--- config.mk ---
export PLATFORM = sky130hd
export DESIGN_NAME = bcd_converter
export DESIGN_NICKNAME = d
export VERILOG_FILES = /design/src/rtl/bcd_pkg.sv /design/src/rtl/bcd_digit_adj.sv /design/src/rtl/bcd_converter.sv
export SDC_FILE = /design/constraint.sdc
export NUM_CORES = 1
export LEC_CHECK = 0
export CORE_UTILIZATION = 41
export CTS_BUF_LIST = sky130_fd_sc_hd__clkbuf_16
export DETAILED_ROUTE_END_ITERATION = 16
export GPL_TIMING_DRIVEN = 0
export PLACE_DENSITY = 0.68
export SYNTH_ARGS = -nofsm -noshare
export SYNTH_HDL_FRONTEND = slang
export SYNTH_SLANG_ARGS = --single-unit
export TNS_END_PERCENT = 50
--- constraint.sdc ---
create_clock -name clk -period 3.1 [get_ports clk]
set_input_delay 0.31 -clock clk [delete_from_list [all_inputs] [get_ports clk]]
set_output_delay 0.31 -clock clk [all_outputs]
set_load 0.03 [all_outputs]
--- src/rtl/bcd_pkg.sv ---
// Shared types and constants for the sequential binary-to-BCD converter.
package bcd_pkg;

    typedef enum logic {
        IDLE  = 1'b0,
        SHIFT = 1'b1
    } state_t;

    localparam int DEF_WIDTH     = 8;
    localparam int DEF_DIGITS    = 3;
    localparam int ADJ_THRESHOLD = 5;
    localparam int ADJ_OFFSET    = 3;

endpackage

--- src/rtl/bcd_digit_adj.sv ---
// Double-dabble digit correction: add 3 to a BCD digit of 5 or more before it is doubled.
module bcd_digit_adj
    import bcd_pkg::*;
(
    input  logic [3:0] digit,
    output logic [3:0] adjusted
);

    // The sum wraps in 4 bits; a digit <= 9 plus 3 never exceeds 12, so no carry is lost.
    assign adjusted = (digit >= 4'(ADJ_THRESHOLD)) ? digit + 4'(ADJ_OFFSET) : digit;

endmodule

--- src/rtl/bcd_converter.sv ---
// Sequential double-dabble binary-to-BCD converter, one shift-add-3 step per clock.
// Optional sign path is enabled by defining BCD_SIGN_EN.
module bcd_converter
    import bcd_pkg::*;
#(
    parameter int WIDTH  = DEF_WIDTH,
    parameter int DIGITS = DEF_DIGITS
) (
    input  logic                  clk,
    input  logic                  reset,
    input  logic                  start,
    input  logic [WIDTH-1:0]      binary,
    input  logic                  negative,
    output logic [4*DIGITS-1:0]   bcd,
    output logic                  sign,
    output logic                  busy,
    output logic                  done
);

    localparam int CW = $clog2(WIDTH + 1);

    state_t                state;
    logic [WIDTH-1:0]      shift_reg;
    logic [4*DIGITS-1:0]   scratch;
    logic [4*DIGITS-1:0]   adj;
    logic [4*DIGITS-1:0]   scratch_next;
    logic [CW-1:0]         count;

    for (genvar d = 0; d < DIGITS; d++) begin : g_digit
        bcd_digit_adj u_adj (
            .digit    (scratch[4*d +: 4]),
            .adjusted (adj[4*d +: 4])
        );
    end

    // Upper half of the combined {scratch, shift_reg} left shift.
    assign scratch_next = {adj[4*DIGITS-2:0], shift_reg[WIDTH-1]};

`ifdef BCD_SIGN_EN
    logic sign_hold;
`else
    logic unused_negative;
    assign unused_negative = negative;
    assign sign            = 1'b0;
`endif

    // NOTE: all state below uses non-blocking assignments so every register
    // samples the values from before the edge, regardless of statement order.
    always_ff @(posedge clk or posedge reset) begin
        if (reset) begin
            state     <= IDLE;
            shift_reg <= '0;
            scratch   <= '0;
            count     <= '0;
            bcd       <= '0;
            busy      <= 1'b0;
            done      <= 1'b0;
`ifdef BCD_SIGN_EN
            sign_hold <= 1'b0;
            sign      <= 1'b0;
`endif
        end else begin
            done <= 1'b0;
            case (state)
                IDLE: begin
                    if (start) begin
                        shift_reg <= binary;
                        scratch   <= '0;
                        count     <= '0;
                        busy      <= 1'b1;
                        state     <= SHIFT;
`ifdef BCD_SIGN_EN
                        sign_hold <= negative;
`endif
                    end
                end
                SHIFT: begin
                    shift_reg <= shift_reg << 1;
                    scratch   <= scratch_next;
                    count     <= count + 1'b1;
                    // Final shift: publish the result; bcd never shows partial values.
                    if (count == CW'(WIDTH - 1)) begin
                        bcd   <= scratch_next;
                        done  <= 1'b1;
                        busy  <= 1'b0;
                        state <= IDLE;
`ifdef BCD_SIGN_EN
                        sign  <= sign_hold;
`endif
                    end
                end
                default: state <= IDLE;
            endcase
        end
    end

endmodule

==> results of run 1 <==
## cell usage after synthesis (2+ instances only)
| library cell | instances | area [um2] |
|---|---|---|
| o31ai_1 | 2 | 15.01 |
| mux2_4 | 2 | 30.03 |
| nand2_1 | 28 | 105.1 |
| clkbuf_1 | 3 | 11.26 |
| o21ai_0 | 19 | 95.09 |
| a21o_1 | 4 | 30.03 |
| a21oi_1 | 10 | 50.05 |
| nor3b_1 | 5 | 37.54 |
| buf_4 | 3 | 22.52 |
| inv_1 | 9 | 33.78 |
| a22o_1 | 2 | 17.52 |
| dfrtp_1 | 39 | 975.9 |
| nor3_1 | 4 | 20.02 |
| xnor2_1 | 3 | 26.28 |
| buf_2 | 3 | 15.01 |
| mux2_2 | 3 | 33.78 |
| nand2b_1 | 2 | 12.51 |
| mux2i_1 | 10 | 100.1 |
| o22ai_1 | 4 | 25.02 |
| nor2_1 | 5 | 18.77 |
| ha_1 | 7 | 87.58 |
| nand3_1 | 3 | 15.01 |
## kinds of logic after synthesis
family          count (synthesis)
compound gates                 45
xor+xnor                        3
fa+ha+maj                       7
buf+inv                        19
flops                          39
mux                            15
other cells                     1
simple gates                   51
## final timing paths
check	from	to	slack, ns	cells past startpoint
setup / recovery	scratch[4]	scratch[6]	1.42	6
hold / removal	start	scratch[2]	0.47	3
setup reg to reg	scratch[4]	scratch[6]	1.42	6
hold reg to reg	bcd[7]	bcd[7]	0.47	2
max in group asynchronous	reset	bcd[11]	2.07	2
min in group asynchronous	reset	bcd[7]	0.51	2
## layout make-up
type                    count  area (um2)
repair buffers             23       230.2
inverters                  10       40.04
fillers                   413        2087
flip-flops and latches     39       975.9
plain buffers               9       48.80
well taps                  52       65.06
clock inverters             1       3.754
clock buffers               5       125.1
multi-input cells         122       808.3
## placed cells by master (no fill, tap or decap), types with 2 or more instances in the layout
master	n
o31ai_1	2
buf_4	3
a21o_1	4
dfrtp_1	39
nor3_1	4
mux2i_1	10
o22ai_1	4
buf_2	3
nand3_1	3
o21ai_0	19
nor3b_1	5
nand2b_1	2
ha_1	7
mux2_2	3
clkbuf_16	5
a22o_1	2
clkdlybuf4s50_1	23
a21oi_1	10
nand2_1	28
mux2_4	2
nor2_1	5
clkbuf_1	3
inv_1	9
xnor2_1	3
## layer usage
metal	part of all wire, %	track usage [%]	wire length, um
met4	0	3.628	0
met2	48	25.78	1714
met1	48	22.88	1743
met5	0	0	0
met3	3.8	5.378	137
## report_power, final
part           switching [mW]  internal (mW)  total, mW
sequential              0.173          0.741      0.914
combinational           0.689          0.570       1.26
clock                   0.179          0.286      0.465
## stage by stage
step,util (%),instance area [um2]
3_3_place_gp,49.46,2168
5_1_grt,52.40,2297
4_1_cts,52.40,2297
3_5_place_dp,49.46,2168
6_report,52.40,2297
2_1_floorplan,-,1873
## critical path: cells and delay by family, from the launching register on
| family | cells | cell delay (ns) |
|---|---|---|
| buffers and inverters | 1 | 0.10 |
| AND/OR/NAND/NOR | 1 | 0.09 |
| adder cells (fa/ha/maj) | 1 | 0.24 |
| flip-flops | 1 | 0.41 |
| multiplexers | 1 | 0.38 |
| AO/OA/AOI/OAI | 2 | 0.39 |
==> flow_metrics.env, run 1 <==
export IMPL_grt_max_degree=40
export IMPL_final_antenna_net_count=0
export IMPL_clk_pin_slew_worst_paths_ns=0.05
export IMPL_numPlacedInstances=255
export IMPL_ioPinCount=27
export IMPL_avgViaCountPerCell=5.192
export IMPL_post_place_ws_ns=1.425
export IMPL_routedWlPerCell_um=13.78
export IMPL_synth_mux_area_share_pct=8.751
export IMPL_wl_mm=3.596
export IMPL_grt_pass1_vias=1331
export IMPL_antenna_cells=0
export IMPL_end_kind="flop"
export IMPL_worstSetupPathType="reg2reg"
export IMPL_skew_ns=0.003856
export IMPL_clk_path_buf_depth=2
export IMPL_status="finished, final reports clean"
export IMPL_vias=1355
export IMPL_post_cts_buffers=0
export IMPL_cts_max_level=2
export IMPL_die_h_um=69.59
export IMPL_dr_pass1_iters=4
export IMPL_hold_path_class="in2reg"
export IMPL_syn_area_um2=1873
export IMPL_port_buffers=23
export IMPL_fin_total_pwr_mw=2.638
export IMPL_cts_tree="done"
export IMPL_final_hold_viol_count=0
export IMPL_synth_seq_cells=39
export IMPL_die_area_um2=4843
export IMPL_powerDensity_nw_per_um2=1148
export IMPL_slowest_stage="dfrtp_1"
export IMPL_track_usage_pct=16.65
export IMPL_ys_seq_area_share_pct=52.10
export IMPL_cts_buffers=5
export IMPL_cp_arrival_ns=1.88
export IMPL_ctsHoldBuffers=0
export IMPL_synth_async_reset_ratio_pct=100.0
export IMPL_fmax_mhz=593.7
export IMPL_drv_slew=0
export IMPL_clock_root_buffer="clkbuf_16"
export IMPL_final_nets=229
export IMPL_yosys_area_share_xor_xnor_pct=1.403
export IMPL_ir_drop_mv=0.5386
export IMPL_slowest_delay_ns=0.41
export IMPL_min_period_over_period_pct=54.33
export IMPL_timing_hold_ws_ns=0.4662
export IMPL_p_leak_nw=1.065
export IMPL_synthCells=180
export IMPL_synthAdderAreaFrac_pct=4.676
export IMPL_drt_iter0_drc=52
export IMPL_worst_pin_slew_ns=0.8079
export IMPL_worstSkewPairLatency_ns=0.27
export IMPL_synth_avg_cell_area_um2=10.41
export IMPL_synth_edf_count=0
export IMPL_ys_warn_count=0
export IMPL_overflow=0
export IMPL_final_cells=261
export IMPL_drive_above_1_share_pct=11.48
export IMPL_dpl_hpwl_mm=2.416
export IMPL_die_w_um=69.59
export IMPL_yosys_area_share_simple_pct=13.63
export IMPL_gp_congestion=0.7334
export IMPL_rows=24
export IMPL_post_cts_resized=0
export IMPL_synth_compound_area_share_pct=14.50
export IMPL_start_kind="flop"
export IMPL_setup_viol=0
export IMPL_syn_num_nets=199
export IMPL_cts_num_sinks=39
export IMPL_fin_setup_tns_ns=0
export IMPL_synth_distinct_cells=32
export IMPL_relSlewSlack_pct=46.06
export IMPL_synth_main_ff_cell="dfrtp_1"
export IMPL_start_util_pct=42.72
export IMPL_rsz0062_at_grt="no"
export IMPL_worstPathRequired_ns=3.30
export IMPL_setup_slack_ns=1.416
export IMPL_area_delta_synth_final_pct=22.65
export IMPL_crit_chain="inv_1 > ha_1 > nand2b_1 > a21oi_1 > mux2_2 > o22ai_1"
export IMPL_grt_first_pass_wirelength_mm=6.313
export IMPL_maxCapViolations=0
export IMPL_synth_top_family_by_area="compound AO/OA/AOI/OAI gates"
export IMPL_antenna_found_initial=0
export IMPL_drc=0
export IMPL_path_max_fanout=5
export IMPL_core_area_um2=4384
export IMPL_period_needed_ns=1.684
Note: power is estimated with default switching activity, not from simulation.
==> run 2: changes to the inputs <==
- PLACE_DENSITY: 0.68 -> 0.7
- clock period: 3.1 -> 1.4 ns (I/O delays scaled with it)
==> run 2 against run 1 <==
  * The flow now finishes with violations (setup timing)
  * Final cell count up 3.4%
  * Register-to-register slack got worse by 1.5 ns
  * Power is 150% higher
  * Maximum frequency increased by 17%
  * Highest routed layer is now met4
==> flow_metrics.env, run 2 (synthesis results as in run 1) <==
export IMPL_status="complete, but fails checks"
export IMPL_violations="setup timing"
export IMPL_final_hold_viol_count=0
export IMPL_area_delta_synth_final_pct=33.67
export IMPL_worst_pin_slew_ns=0.8073
export IMPL_grtUsageMet3_pct=3.924
export IMPL_numPlacedInstances=255
export IMPL_crit_buf_inv=1
export IMPL_drt_iter0_drc=83
export IMPL_grt_use_met1_pct=21.28
export IMPL_track_usage_pct=17.13
export IMPL_worstPathRequired_ns=1.55
export IMPL_p_leak_nw=1.177
export IMPL_antenna_cells=0
export IMPL_dr_pass1_iters=4
export IMPL_place_area_um2=2198
export IMPL_final_nets=238
export IMPL_vias=1388
export IMPL_busiest_layer="met2"
export IMPL_cts_num_sinks=39
export IMPL_cts_max_level=2
export IMPL_core_area_um2=4384
export IMPL_grt_first_pass_wirelength_mm=6.465
export IMPL_drive_above_1_share_pct=26.61
export IMPL_setup_viol=4
export IMPL_rsz0062_at_grt="yes"
export IMPL_pwr_share_seq_pct=31.5
export IMPL_cpLargestDelayFamily="compound AO/OA/AOI/OAI gates"
export IMPL_routedWlPerCell_um=14.37
export IMPL_period_needed_ns=1.444
export IMPL_worstSkewPairLatency_ns=0.28
export IMPL_mostFrequentLayoutCell="dfrtp_1"
export IMPL_p_int_mw=3.909
export IMPL_cts_tree="done"
export IMPL_power_switching_mw=2.598
export IMPL_path_max_fanout=3
export IMPL_grt_use_met2_pct=28.26
export IMPL_gp_congestion=0.8142
export IMPL_die_w_um=69.59
export IMPL_wl_mm=3.880
export IMPL_r2r_setup_slack_ns=-0.04
export IMPL_p_sw_share_pct=39.92
export IMPL_ioPinCount=27
export IMPL_slowest_stage="dfrtp_2"
export IMPL_final_cell_mix="38 x dfrtp_1, 28 x nand2_1, 18 x o21ai_0, 14 x dlygate4sd2_1, 12 x buf_4"
export IMPL_relSlewSlack_pct=46.10
export IMPL_drv_slew=0
export IMPL_avgViaCountPerCell=5.141
export IMPL_start_kind="flop"
export IMPL_dpl_hpwl_mm=2.422
export IMPL_end_kind="flop"
export IMPL_min_period_over_period_pct=103.1
export IMPL_powerDensity_nw_per_um2=2599
export IMPL_clk_path_buf_depth=2
export IMPL_ir_drop_mv=1.023
export IMPL_combPwrFrac_pct=52.6
export IMPL_die_area_um2=4843
export IMPL_drc=0
export IMPL_antenna_found_initial=0
export IMPL_slowest_delay_ns=0.43
export IMPL_cts_buffers=5
export IMPL_final_cells=270
export IMPL_hold_path_class="in2reg"
export IMPL_crit_chain="buf_4 > o21ai_0 > nor3b_1 > a21oi_2 > o22ai_1"
export IMPL_overflow=0
export IMPL_final_antenna_net_count=0
export IMPL_fmax_mhz=692.8
export IMPL_port_buffers=23
export IMPL_skew_ns=0.004247
export IMPL_clock_root_buffer="clkbuf_16"
export IMPL_setup_slack_ns=-0.04351
export IMPL_grt_max_degree=40
export IMPL_maxCapViolations=0
export IMPL_clk_pin_slew_worst_paths_ns=0.05
export IMPL_start_util_pct=42.72
export IMPL_final_area_um2=2504
export IMPL_worstSetupPathType="reg2reg"
export IMPL_die_h_um=69.59
export IMPL_cp_arrival_ns=1.59
export IMPL_grt_pass1_vias=1411
export IMPL_rows=24
export IMPL_power_frac_clock_pct=15.8
## run 2: cell count changes in the layout (fill, tap and decap cells not counted), moves of 3 or more
cell,delta
inv_2,+6
xnor2_2,+3
inv_1,-6
buf_4,+9
mux2_2,-3
dlygate4sd2_1,+14
nand2b_4,+3
ha_4,+4
xnor2_1,-3
ha_2,+3
ha_1,-7
mux2_4,+3
clkdlybuf4s50_1,-14
## run 2: final timing paths
kind	start	end	cells after the start
max in group asynchronous	reset	scratch[0]	2
min reg2reg	bcd[5]	bcd[5]	2
max reg2reg	scratch[0]	scratch[4]	5
min	start	state	3
min in group asynchronous	reset	shift_reg[2]	2
max	scratch[0]	scratch[4]	5
## run 2: metrics by stage
step                utilization, %  hold slack (ns)  worst slack, ns    TNS, ns  total power, mW
detailed placement           50.14           0.4692         -0.09504    -0.6214            4.955
global route                 57.11           0.3123         -0.08683    -0.6377            6.962
finish                       57.11           0.2934         -0.04351   -0.07918            6.507
CTS                          55.79           0.2906         -0.03264   -0.05105            6.297
floorplan                        -           0.2963        -0.002123  -0.002123            4.140
global placement             50.14           0.4616          -0.4825     -19.15            4.878
## run 2: timing repair
item,CTS,global route
pin swaps,10,6
cloned,0,0
setup buffers,8,1
setup endpoints to repair,25,19
hold buffers,0,0
resized for setup,33,11
## run 2: power by group through the flow
| stage | Clock (mW) | Sequential, mW | Combinational (mW) |
|---|---|---|---|
| 2_1_floorplan | 0 | 2.34 | 1.80 |
| 6_report | 1.03 | 2.05 | 3.42 |
| 4_1_cts | 1.06 | 2.05 | 3.19 |
| 5_1_grt | 1.10 | 2.12 | 3.74 |
| 3_5_place_dp | 0 | 2.05 | 2.91 |
| 3_3_place_gp | 0 | 2.03 | 2.85 |
## run 2: area by class of cell
cell class / instances / area [um2]
buffer: 9 / 48.80
fill: 385 / 1881
inverter: 10 / 45.04
clock inverter: 1 / 3.754
clock buffer: 5 / 125.1
tap: 52 / 65.06
timing repair buffer: 32 / 280.3
sequential: 39 / 977.2
multi-input combinational: 122 / 958.4
## run 2: layer usage
metal | vias to the layer above | wire (um)
met1 | 665 | 1755
met5 | - | 0
met3 | 4 | 168
met2 | 28 | 1904
li1 | 691 | -
met4 | 0 | 52
## run 2: worst reg2reg max path, cell delays in order (launching register included)
cell and delay [ns]:
dfrtp_2 0.43, buf_4 0.15, o21ai_0 0.33, nor3b_1 0.12
a21oi_2 0.17, o22ai_1 0.10
==> run 3: changes to the inputs <==
- CORE_ASPECT_RATIO: default -> 0.6
==> run 3 against run 2 <==
  * The flow still finishes with violations (setup timing)
  * Maximum frequency is 0.40% lower
  * Clock power up 23%
  * Critical path depth up 1
  * Non-clock buffer count is 5 higher
  * Routed wire length grew 4.3%
  * Count of clock-buffer cells in the layout unchanged
  * Sequential share of layout area is 1.2 points lower
  * Critical path type unchanged
  * Final area increased by 2.9%
==> flow_metrics.env, run 3 (synthesis results as in run 1) <==
export IMPL_start_util_pct=44.24
export IMPL_cts_max_level=2
export IMPL_vias=1417
export IMPL_fin_setup_tns_ns=-0.09704
export IMPL_path_max_fanout=5
export IMPL_worst_path_stages=6
export IMPL_power_frac_clock_pct=18.5
export IMPL_final_antenna_net_count=0
export IMPL_final_hold_viol_count=0
export IMPL_cts_buffers=5
export IMPL_grt_use_met2_pct=29.13
export IMPL_maxCapViolations=0
export IMPL_skew_ns=0.002947
export IMPL_hold_path_class="in2reg"
export IMPL_worstPathRequired_ns=1.61
export IMPL_overflow=0
export IMPL_end_kind="flop"
export IMPL_combPwrFrac_pct=51.5
export IMPL_hold_depth=3
export IMPL_die_area_um2=4852
export IMPL_r2r_worst_path_cells=6
export IMPL_slowest_delay_ns=0.42
export IMPL_antenna_found_initial=0
export IMPL_worstSkewPairLatency_ns=0.28
export IMPL_grt_first_pass_wirelength_mm=6.844
export IMPL_cpLargestDelayFamily="flip-flops"
export IMPL_grtUsageMet3_pct=7.391
export IMPL_timing_hold_ws_ns=0.2797
export IMPL_port_buffers=23
export IMPL_final_cell_mix="39 x dfrtp_1, 28 x nand2_1, 17 x buf_4, 16 x o21ai_0, 14 x dlygate4sd2_1"
export IMPL_setup_viol=4
export IMPL_dr_pass1_iters=4
export IMPL_grt_use_met1_pct=27.58
export IMPL_p_sw_share_pct=39.56
export IMPL_wl_mm=4.046
export IMPL_ir_drop_mv=1.298
export IMPL_worst_pin_slew_ns=0.8171
export IMPL_place_area_um2=2208
export IMPL_start_kind="flop"
export IMPL_cp_arrival_ns=1.66
export IMPL_antenna_cells=0
export IMPL_pwr_share_seq_pct=29.9
export IMPL_avgViaCountPerCell=4.972
export IMPL_fmax_mhz=690.0
export IMPL_post_place_ws_ns=-0.09472
export IMPL_final_nets=243
export IMPL_final_core_util_pct=60.87
export IMPL_rows=18
export IMPL_relSlewSlack_pct=45.45
export IMPL_area_delta_synth_final_pct=37.61
export IMPL_drv_slew=0
export IMPL_slowest_stage="dfrtp_1"
export IMPL_track_usage_pct=19.87
export IMPL_power_switching_mw=2.718
export IMPL_worstSetupPathType="reg2reg"
export IMPL_gp_congestion=0.7844
export IMPL_busiest_layer="met2"
export IMPL_cts_tree="done"
export IMPL_cts_num_sinks=39
export IMPL_drc=0
export IMPL_powerDensity_nw_per_um2=2665
export IMPL_min_period_over_period_pct=103.5
export IMPL_die_h_um=54.36
export IMPL_drt_iter0_drc=63
export IMPL_core_area_um2=4234
export IMPL_dpl_hpwl_mm=2.643
export IMPL_final_area_um2=2577
export IMPL_die_w_um=89.26
export IMPL_crit_chain="inv_2 > ha_4 > nand2b_4 > a21oi_4 > mux2_4 > o22ai_2"
export IMPL_setup_slack_ns=-0.04932
export IMPL_violations="setup timing"
export IMPL_grt_pass1_vias=1394
export IMPL_rsz0062_at_grt="yes"
export IMPL_routedWlPerCell_um=14.20
export IMPL_drive_above_1_share_pct=29.78
export IMPL_clk_pin_slew_worst_paths_ns=0.06
export IMPL_p_leak_nw=1.209
export IMPL_grt_max_degree=40
export IMPL_period_needed_ns=1.449
export IMPL_ioPinCount=27
export IMPL_mostFrequentLayoutCell="dfrtp_1"
export IMPL_clock_root_buffer="clkbuf_16"
export IMPL_crit_buf_inv=1
export IMPL_clk_path_buf_depth=2
export IMPL_ctsHoldBuffers=0
export IMPL_status="complete, but fails checks"
export IMPL_p_int_mw=4.152
run 3: cell count changes in the layout (fill, tap and decap cells not counted), moves of 2 or more:
| cell | previous run | this run |
|---|---|---|
| nor3b_2 | 0 | 2 |
| buf_4 | 12 | 17 |
| nor3b_1 | 5 | 3 |
| a21oi_1 | 8 | 6 |
| o21ai_0 | 18 | 16 |
| a21oi_2 | 1 | 3 |
| xnor2_1 | 0 | 2 |
| xnor2_2 | 3 | 1 |
run 3: through the flow:
step	std cells	power, mW
finish	285	6.870
global route	285	7.377
CTS	279	6.653
detailed placement	263	5.021
global placement	263	4.919
floorplan	180	4.140
run 3: final cells by class:
class | count | area, um2
inverters | 10 | 45.04
flip-flops and latches | 39 | 975.9
fillers | 381 | 1657
plain buffers | 9 | 48.80
repair buffers | 37 | 317.8
clock inverters | 3 | 38.79
multi-input cells | 122 | 950.9
well taps | 60 | 75.07
clock buffers | 5 | 125.1
run 3: tightest hold or removal path: stages:
cell    delay, ns
buf_4        0.18
nor2_2       0.11
nor2_1       0.09
run 3: final timing paths:
kind | endpoint | slack (ns) | startpoint
min | state | 0.28 | start
max | scratch[6] | -0.05 | scratch[4]
max in group asynchronous | bcd[2] | 0.55 | reset
min in group asynchronous | bcd[9] | 0.33 | reset
max reg2reg | scratch[6] | -0.05 | scratch[4]
min reg2reg | bcd[4] | 0.48 | bcd[4]
run 3: per-layer routing:
metal | part of all wire (%) | routed length [um]
met5 | 0 | 0
met4 | 1.0 | 42
met3 | 5.5 | 221
met2 | 42 | 1688
met1 | 52 | 2094
run 3: power by group through the flow:
| stage | clock network (mW) | logic (mW) | registers [mW] |
|---|---|---|---|
| detailed placement | 0 | 2.97 | 2.05 |
| global placement | 0 | 2.89 | 2.03 |
| CTS | 1.30 | 3.31 | 2.04 |
| floorplan | 0 | 1.80 | 2.34 |
| global route | 1.34 | 3.90 | 2.13 |
| finish | 1.27 | 3.54 | 2.06 |
run 3: what timing repair did:
| action | 4_1_cts | 5_1_grt |
|---|---|---|
| gates resized for setup | 33 | 13 |
| pin swaps | 7 | 6 |
| endpoints found under the setup margin | 25 | 19 |
| cloned | 0 | 0 |
| buffers inserted | 8 | 6 |
